File: config.mk
export PLATFORM = sky130hd
export DESIGN_NAME = dram_arbiter
export DESIGN_NICKNAME = d
export VERILOG_FILES = /design/src/rtl/dram_arbiter.sv
export SDC_FILE = /design/constraint.sdc
export NUM_CORES = 1
export LEC_CHECK = 0
export ABC_AREA = 1
export BUFFER_PORTS_ARGS = -buffer_cell sky130_fd_sc_hd__buf_2
export CAP_MARGIN = 20
export CORE_UTILIZATION = 41
export DETAILED_ROUTE_END_ITERATION = 10
export GPL_TIMING_DRIVEN = 0
export HOLD_SLACK_MARGIN = 0.06
export PLACE_DENSITY = 0.77
export SLEW_MARGIN = 20
export SYNTH_ARGS = -nofsm -noshare
export SYNTH_HDL_FRONTEND = slang
export SYNTH_SLANG_ARGS = --single-unit
File: constraint.sdc
create_clock -name Clk1 -period 1.6 [get_ports Clk1]
set_clock_uncertainty 0.2 [all_clocks]
set_input_delay 0.24 -clock Clk1 [delete_from_list [all_inputs] [get_ports Clk1]]
set_output_delay 0.24 -clock Clk1 [all_outputs]
set_load 0.01 [all_outputs]
File: src/rtl/dram_arbiter.sv
// rtl/dram_arbiter.sv - two-port DRAM arbiter and access sequencer (DRAM_ARB_RR_EN selects round-robin arbitration)
module dram_arbiter #(
  parameter int AW     = 16,
  parameter int DW     = 16,
  parameter int RD_LAT = 1
) (
  input  logic          Clk1,
  input  logic          Reset,
  input  logic          Req0,
  input  logic          Req1,
  input  logic          We0,
  input  logic          We1,
  input  logic [AW-1:0] Addr0,
  input  logic [AW-1:0] Addr1,
  input  logic [DW-1:0] WData0,
  input  logic [DW-1:0] WData1,
  output logic          Ack0,
  output logic          Ack1,
  output logic [DW-1:0] RData,
  output logic          Busy,
  output logic [AW-1:0] MemAddr,
  output logic [DW-1:0] MemDataOut,
  output logic          MemRD,
  output logic          MemWR,
  input  logic [DW-1:0] MemDataIn
);

  typedef enum logic [1:0] {
    S_IDLE   = 2'd0,
    S_ACCESS = 2'd1,
    S_WAIT   = 2'd2,
    S_DONE   = 2'd3
  } state_t;

  // Wait-counter reload: WAIT lasts RD_LAT cycles, capture happens when it reaches zero.
  localparam logic [2:0] LAT_M1 = 3'(RD_LAT - 1);

  state_t          state_q, state_d;
  logic            we_q, we_d;
  logic            grant_q, grant_d;
  logic            last_q, last_d;
  logic [2:0]      cnt_q, cnt_d;
  logic [AW-1:0]   mem_addr_q, mem_addr_d;
  logic [DW-1:0]   mem_wdata_q, mem_wdata_d;
  logic            mem_rd_q, mem_rd_d;
  logic            mem_wr_q, mem_wr_d;
  logic            ack0_q, ack0_d;
  logic            ack1_q, ack1_d;
  logic [DW-1:0]   rdata_q, rdata_d;
  logic            busy_q, busy_d;

  logic            grant_sel;
  logic            sel_we;

  // Port chosen if arbitration happens this cycle (only consumed in IDLE).
  always_comb begin
    grant_sel = 1'b0;
`ifdef DRAM_ARB_RR_EN
    if (Req0 && Req1) begin
      grant_sel = ~last_q;
    end else begin
      grant_sel = Req1;
    end
`else
    grant_sel = ~Req0;
`endif
  end

  // Next-state and registered-output logic for the sequencer.
  always_comb begin
    state_d     = state_q;
    we_d        = we_q;
    grant_d     = grant_q;
    last_d      = last_q;
    cnt_d       = cnt_q;
    mem_addr_d  = mem_addr_q;
    mem_wdata_d = mem_wdata_q;
    mem_rd_d    = 1'b0;
    mem_wr_d    = 1'b0;
    rdata_d     = rdata_q;
    sel_we      = grant_sel ? We1 : We0;

    case (state_q)
      S_IDLE: begin
        if (Req0 || Req1) begin
          grant_d     = grant_sel;
          last_d      = grant_sel;
          we_d        = sel_we;
          mem_addr_d  = grant_sel ? Addr1 : Addr0;
          mem_wdata_d = grant_sel ? WData1 : WData0;
          mem_rd_d    = ~sel_we;
          mem_wr_d    = sel_we;
          state_d     = S_ACCESS;
        end
      end
      S_ACCESS: begin
        if (we_q) begin
          state_d = S_DONE;
        end else begin
          cnt_d   = LAT_M1;
          state_d = S_WAIT;
        end
      end
      S_WAIT: begin
        if (cnt_q == 3'd0) begin
          rdata_d = MemDataIn;
          state_d = S_DONE;
        end else begin
          cnt_d = cnt_q - 3'd1;
        end
      end
      S_DONE: begin
        state_d = S_IDLE;
      end
      default: begin
        state_d = S_IDLE;
      end
    endcase

    ack0_d = (state_d == S_DONE) && !grant_d;
    ack1_d = (state_d == S_DONE) &&  grant_d;
    busy_d = (state_d != S_IDLE);
  end

  // State and output registers; reset abandons any in-flight access.
  always_ff @(posedge Clk1 or negedge Reset) begin
    if (!Reset) begin
      state_q     <= S_IDLE;
      we_q        <= 1'b0;
      grant_q     <= 1'b0;
      last_q      <= 1'b1;
      cnt_q       <= 3'd0;
      mem_addr_q  <= '0;
      mem_wdata_q <= '0;
      mem_rd_q    <= 1'b0;
      mem_wr_q    <= 1'b0;
      ack0_q      <= 1'b0;
      ack1_q      <= 1'b0;
      rdata_q     <= '0;
      busy_q      <= 1'b0;
    end else begin
      state_q     <= state_d;
      we_q        <= we_d;
      grant_q     <= grant_d;
      last_q      <= last_d;
      cnt_q       <= cnt_d;
      mem_addr_q  <= mem_addr_d;
      mem_wdata_q <= mem_wdata_d;
      mem_rd_q    <= mem_rd_d;
      mem_wr_q    <= mem_wr_d;
      ack0_q      <= ack0_d;
      ack1_q      <= ack1_d;
      rdata_q     <= rdata_d;
      busy_q      <= busy_d;
    end
  end

  assign Ack0       = ack0_q;
  assign Ack1       = ack1_q;
  assign RData      = rdata_q;
  assign Busy       = busy_q;
  assign MemAddr    = mem_addr_q;
  assign MemDataOut = mem_wdata_q;
  assign MemRD      = mem_rd_q;
  assign MemWR      = mem_wr_q;

endmodule

After elaboration in Yosys (flattened, before gate mapping)
Index checks and enable logic that the tools add are counted.
{"block": "totals", "register_bits": 60, "output_inout_bits": 53}
{"block": "classes", "addsub": 1, "eq_ne": 6, "mux": 16, "bitwise_logic": 2, "n_reduce_logical": 11}
{"cell": "$mux W16", "n": 2}
{"cell": "$mux W1", "n": 8}
{"cell": "$pmux W2 S4", "n": 1}
{"cell": "$eq A2 B2 Y1 const B", "n": 3}
{"cell": "$mux W3", "n": 2}
{"cell": "$pmux W3 S2", "n": 1}
{"cell": "$mux W2", "n": 2}
{"cell": "$ne A2 B2 Y1 const B", "n": 2}
{"cell": "$reduce_and A2 Y1", "n": 2}
{"cell": "$reduce_bool A2 Y1", "n": 2}
{"cell": "$logic_not A3 Y1", "n": 1}
{"cell": "$reduce_and A3 Y1", "n": 1}
{"cell": "$sub A3 B1 Y3 const B", "n": 1}
{"cell": "$eq A2 B1 Y1 const B", "n": 1}
{"cell": "$logic_and A1 B1 Y1", "n": 2}
{"cell": "$logic_not A2 Y1", "n": 1}
{"cell": "$not A1 Y1", "n": 2}
{"cell": "$logic_not A1 Y1", "n": 1}
{"cell": "$logic_or A1 B1 Y1", "n": 1}

Depth between registers and ports, before layout
{"block": "logic_depth", "depth_word": 5, "depth_mapped": 9}

Least setup slack after synthesis
OpenSTA, ideal clock, no wires.
{"block": "synth_path", "kind": "register to register", "start": "register cnt_q[0]", "end": "register rdata_q[0], in the netlist RData[0]", "setup_time_ns": 0.125, "arrival_ns": 1.308, "t_required_ns": 1.275, "setup_slack_ns": -0.033, "stages_incl_launch_ff": 7, "n_path_buf": 1, "synth_period_minus_slack_ns": 1.633, "path_cell_list": "dfrtp_1 -> inv_1 -> ha_1 -> ha_1 -> nand2_4 -> buf_6 -> mux2_4"}
{"block": "synth_via", "elab_chain_len": 2}
{"element": "start: declaration", "line_no": "42", "text": "logic [2:0] cnt_q, cnt_d;"}
{"element": "start signal: assignment", "line_no": "146", "text": "cnt_q <= cnt_d;"}
{"element": "$logic_not A3 Y1", "line_no": "105", "text": "if (cnt_q == 3'd0) begin"}
{"element": "$reduce_and A2 Y1 (no source line)"}
{"element": "end signal: assignment", "line_no": "153", "text": "rdata_q <= rdata_d;"}
{"element": "end: declaration", "line_no": "49", "text": "logic [DW-1:0] rdata_q, rdata_d;"}
Every way passes these cells.
A chain may end at the register's enable or synchronous reset.

Worst setup path after layout
{"block": "layout_path", "start": "register cnt_q[1]", "end": "register rdata_q[8], in the netlist RData[8]"}
The elaborated chain is that of the path after synthesis.

==> results.toml <==
[pwr]
p_leak_nw = 2.42
power_density_nw_per_um2 = 1710
finalPower_mw = 8.26
ir_worst_vdd_uv = 1060

[worst_setup_path]
cpMaxStageDelayCell = "dfrtp_1"
crit_chain = "inv_2, ha_4, ha_4, nand2_8, clkbuf_16, mux2_4"
startpoint_type = "flop"
crit_arrival_ps = 1620
crit_path_end_kind = "flop"
cp_top_family = "flip-flops"
r2r-end = "RData[8]"
cp.buffers_inverters = 2
r2r-start = "cnt_q[1]"
crit_required_ps = 1620
reg2reg_slack_ps = 3
reg2regPathDepth = 6
critPathKind = "flop to flop"
slowest_delay_ps = 380
worst_path_most_repeated_cell = "ha_4"
path_max_fanout = 5

[flow_run]
drv_cap = 0

[min_path]
worstHoldStart = "Req0"
whs_endpoint = "MemWR"
min_path_cells = 5
hold_class = "primary input to flop"

[cts]
root_buffer = "clkbuf_8"
cts_tree = "built"
cts.htree.levels = 3
clkSinkCount = 60
cts.path.max_buffers = 2
clk_pin_slew_ps = 70
numCtsBuffers = 9
clock_latency_ps = 330

[timing]
slew_viol_final = 0
worst-slew-pin-transition_ps = 753
whs_ps = 118
rsz0062_at_grt = "true"
period_needed_ps = 1600
hold_viol = 0
min_period_over_period = 0.998
fmax_mhz = 626
slew_headroom = 0.498
fin_tns_setup_ps = 0
finalSetupViolCount = 0

[routing]
top_layer_used = "met4"
drtIter0Drc = 133
wl_met2_mm = 5.16
dr_wl_met3_um = 542
detail_route.wl_per_cell_um = 16.1
first_pass_iters = 4
wl_mm = 9.62
wl_met1_mm = 3.62
drc = 0
antenna_left = 0
post_drt_via_cell_ratio = 4.89
vias = 2926

[floorplan]
ios = 139
core_um2 = 6350
die_h_um = 82.9
die_w_um = 82.9
dieArea_um2 = 6870
fp-row-count = 29
start_util = 0.423

[placement]
finalWeightedCongestion = 0.751
hpwl_mm = 4.74
io_buffers = 137

[final_layout]
drive_above_1_share = 0.407
fin_nets = 608
area_growth_pct = 79.6
layout_common_cells = "139 x buf_2, 86 x dlygate4sd3_1, 72 x nand2_1"
num_antenna_cells = 0
final_common_cell = "buf_2"

[yosys]
yosysWarnings = 0
synth_cells = 269
synth_cell_types = 20
syn_avg_cell_area_um2 = 9.98
syn_nets = 361
synth-seq-cells = 60
syn_area_um2 = 2680
yosysSeqAreaShare = 0.559

[grt]
grt_pass1_wl_mm = 14.4
overflow = 0
grt_pass1_vias = 3077
grt_max_degree = 61
antenna_found_initial = 0
grt_use_total = 0.270

[run_status]
status = "completed"
==> synthesized netlist by cell type (all sizes together) <==
master	instances	area share
a21o	1	0.0028
a21oi	2	0.0037
a31oi	32	0.075
and2	1	0.0023
buf	12	0.042
clkbuf	3	0.0042
dfrtp	60	0.56
ha	6	0.028
inv	11	0.015
mux2	16	0.081
nand2	77	0.12
nand3	3	0.0056
nor2	41	0.057
o21ai	4	0.0075
==> timing repair <==
action                                  in CTS  in global routing
resized for setup                           11                 22
gates cloned                                 0                  3
endpoints found under the setup margin      49                 40
pin swaps                                    1                  5
endpoints found under the hold margin      110                  0
buffers inserted                             2                  8
hold buffers                                86                  0
==> how the worst max path moves through the flow <==
stage | from | end | slack (ps) | depth (start not counted)
4_1_cts | cnt_q[0] | RData[2] | -40 | 6
3_3_place_gp | state_q[0] | MemAddr[10] | -110 | 8
3_5_place_dp | state_q[0] | MemDataOut[15] | -160 | 7
5_1_grt | state_q[0] | MemAddr[13] | -40 | 8
2_1_floorplan | cnt_q[0] | RData[0] | 10 | 6
6_report | cnt_q[1] | RData[8] | 3 | 6
==> metal layers <==
metal / vias up / global-route usage
met5: - / 0
li1: 1383 / -
met2: 144 / 0.499
met4: 0 / 0.141
met3: 30 / 0.0507
met1: 1369 / 0.291
==> cell type report <==
| type | instances | area (µm²) |
|---|---|---|
| Multi-Input combinational cell | 183 | 1130 |
| Timing Repair Buffer | 236 | 1720 |
| Inverter | 11 | 41.3 |
| Clock inverter | 4 | 22.5 |
| Tap cell | 77 | 96.3 |
| Fill cell | 429 | 1530 |
| Clock buffer | 12 | 165 |
| Sequential cell | 60 | 1500 |
| Buffer | 15 | 146 |
==> per-stage QoR <==
stage / instance area (µm²) / instances / utilization / setup WS (ps)
4_1_cts: 4580 / 587 / 0.722 / -43.2
3_3_place_gp: 3470 / 483 / 0.547 / -112
6_report: 4820 / 598 / 0.759 / 2.81
5_1_grt: 4820 / 598 / 0.759 / -44.1
3_5_place_dp: 3480 / 483 / 0.548 / -162
2_1_floorplan: 2690 / 269 / - / 10.2
==> worst reg2reg max path: cells and delay by family, from the launching register on <==
family,cells,cell delay [ps]
flip-flops,1,380
adder cells (fa/ha/maj),2,290
multiplexers,1,290
buffers and inverters,2,250
AND/OR/NAND/NOR,1,80
==> registers in the layout, summed over array words and instances (netlist names) <==
register / count
MemAddr: 16
RData: 16
Ack1: 1
MemDataOut: 16
Busy: 1
Ack0: 1
we_q: 1
state_q: 2
MemRD: 1
grant_q: 1
MemWR: 1
cnt_q: 3
==> kinds of logic (layout without fill, tap and decap cells) <==
group                      Yosys count  after routing  share of synthesized area
and+or+nand+nor                    122            122                      0.181
DFF                                 60             60                      0.559
AOI/OAI and AO/OA                   39             39                     0.0886
buffers and inverters               26            278                     0.0615
muxes                               16             16                     0.0811
adders and majority gates            6              6                     0.0280
==> power breakdown <==
group	internal (mW)	total, mW	leakage (nW)	switching [mW]
clock network	0.680	1.27	0.0982	0.588
registers	2.27	2.70	0.693	0.431
logic	2.25	4.29	1.63	2.04
Note: power is estimated with default switching activity, not from simulation.
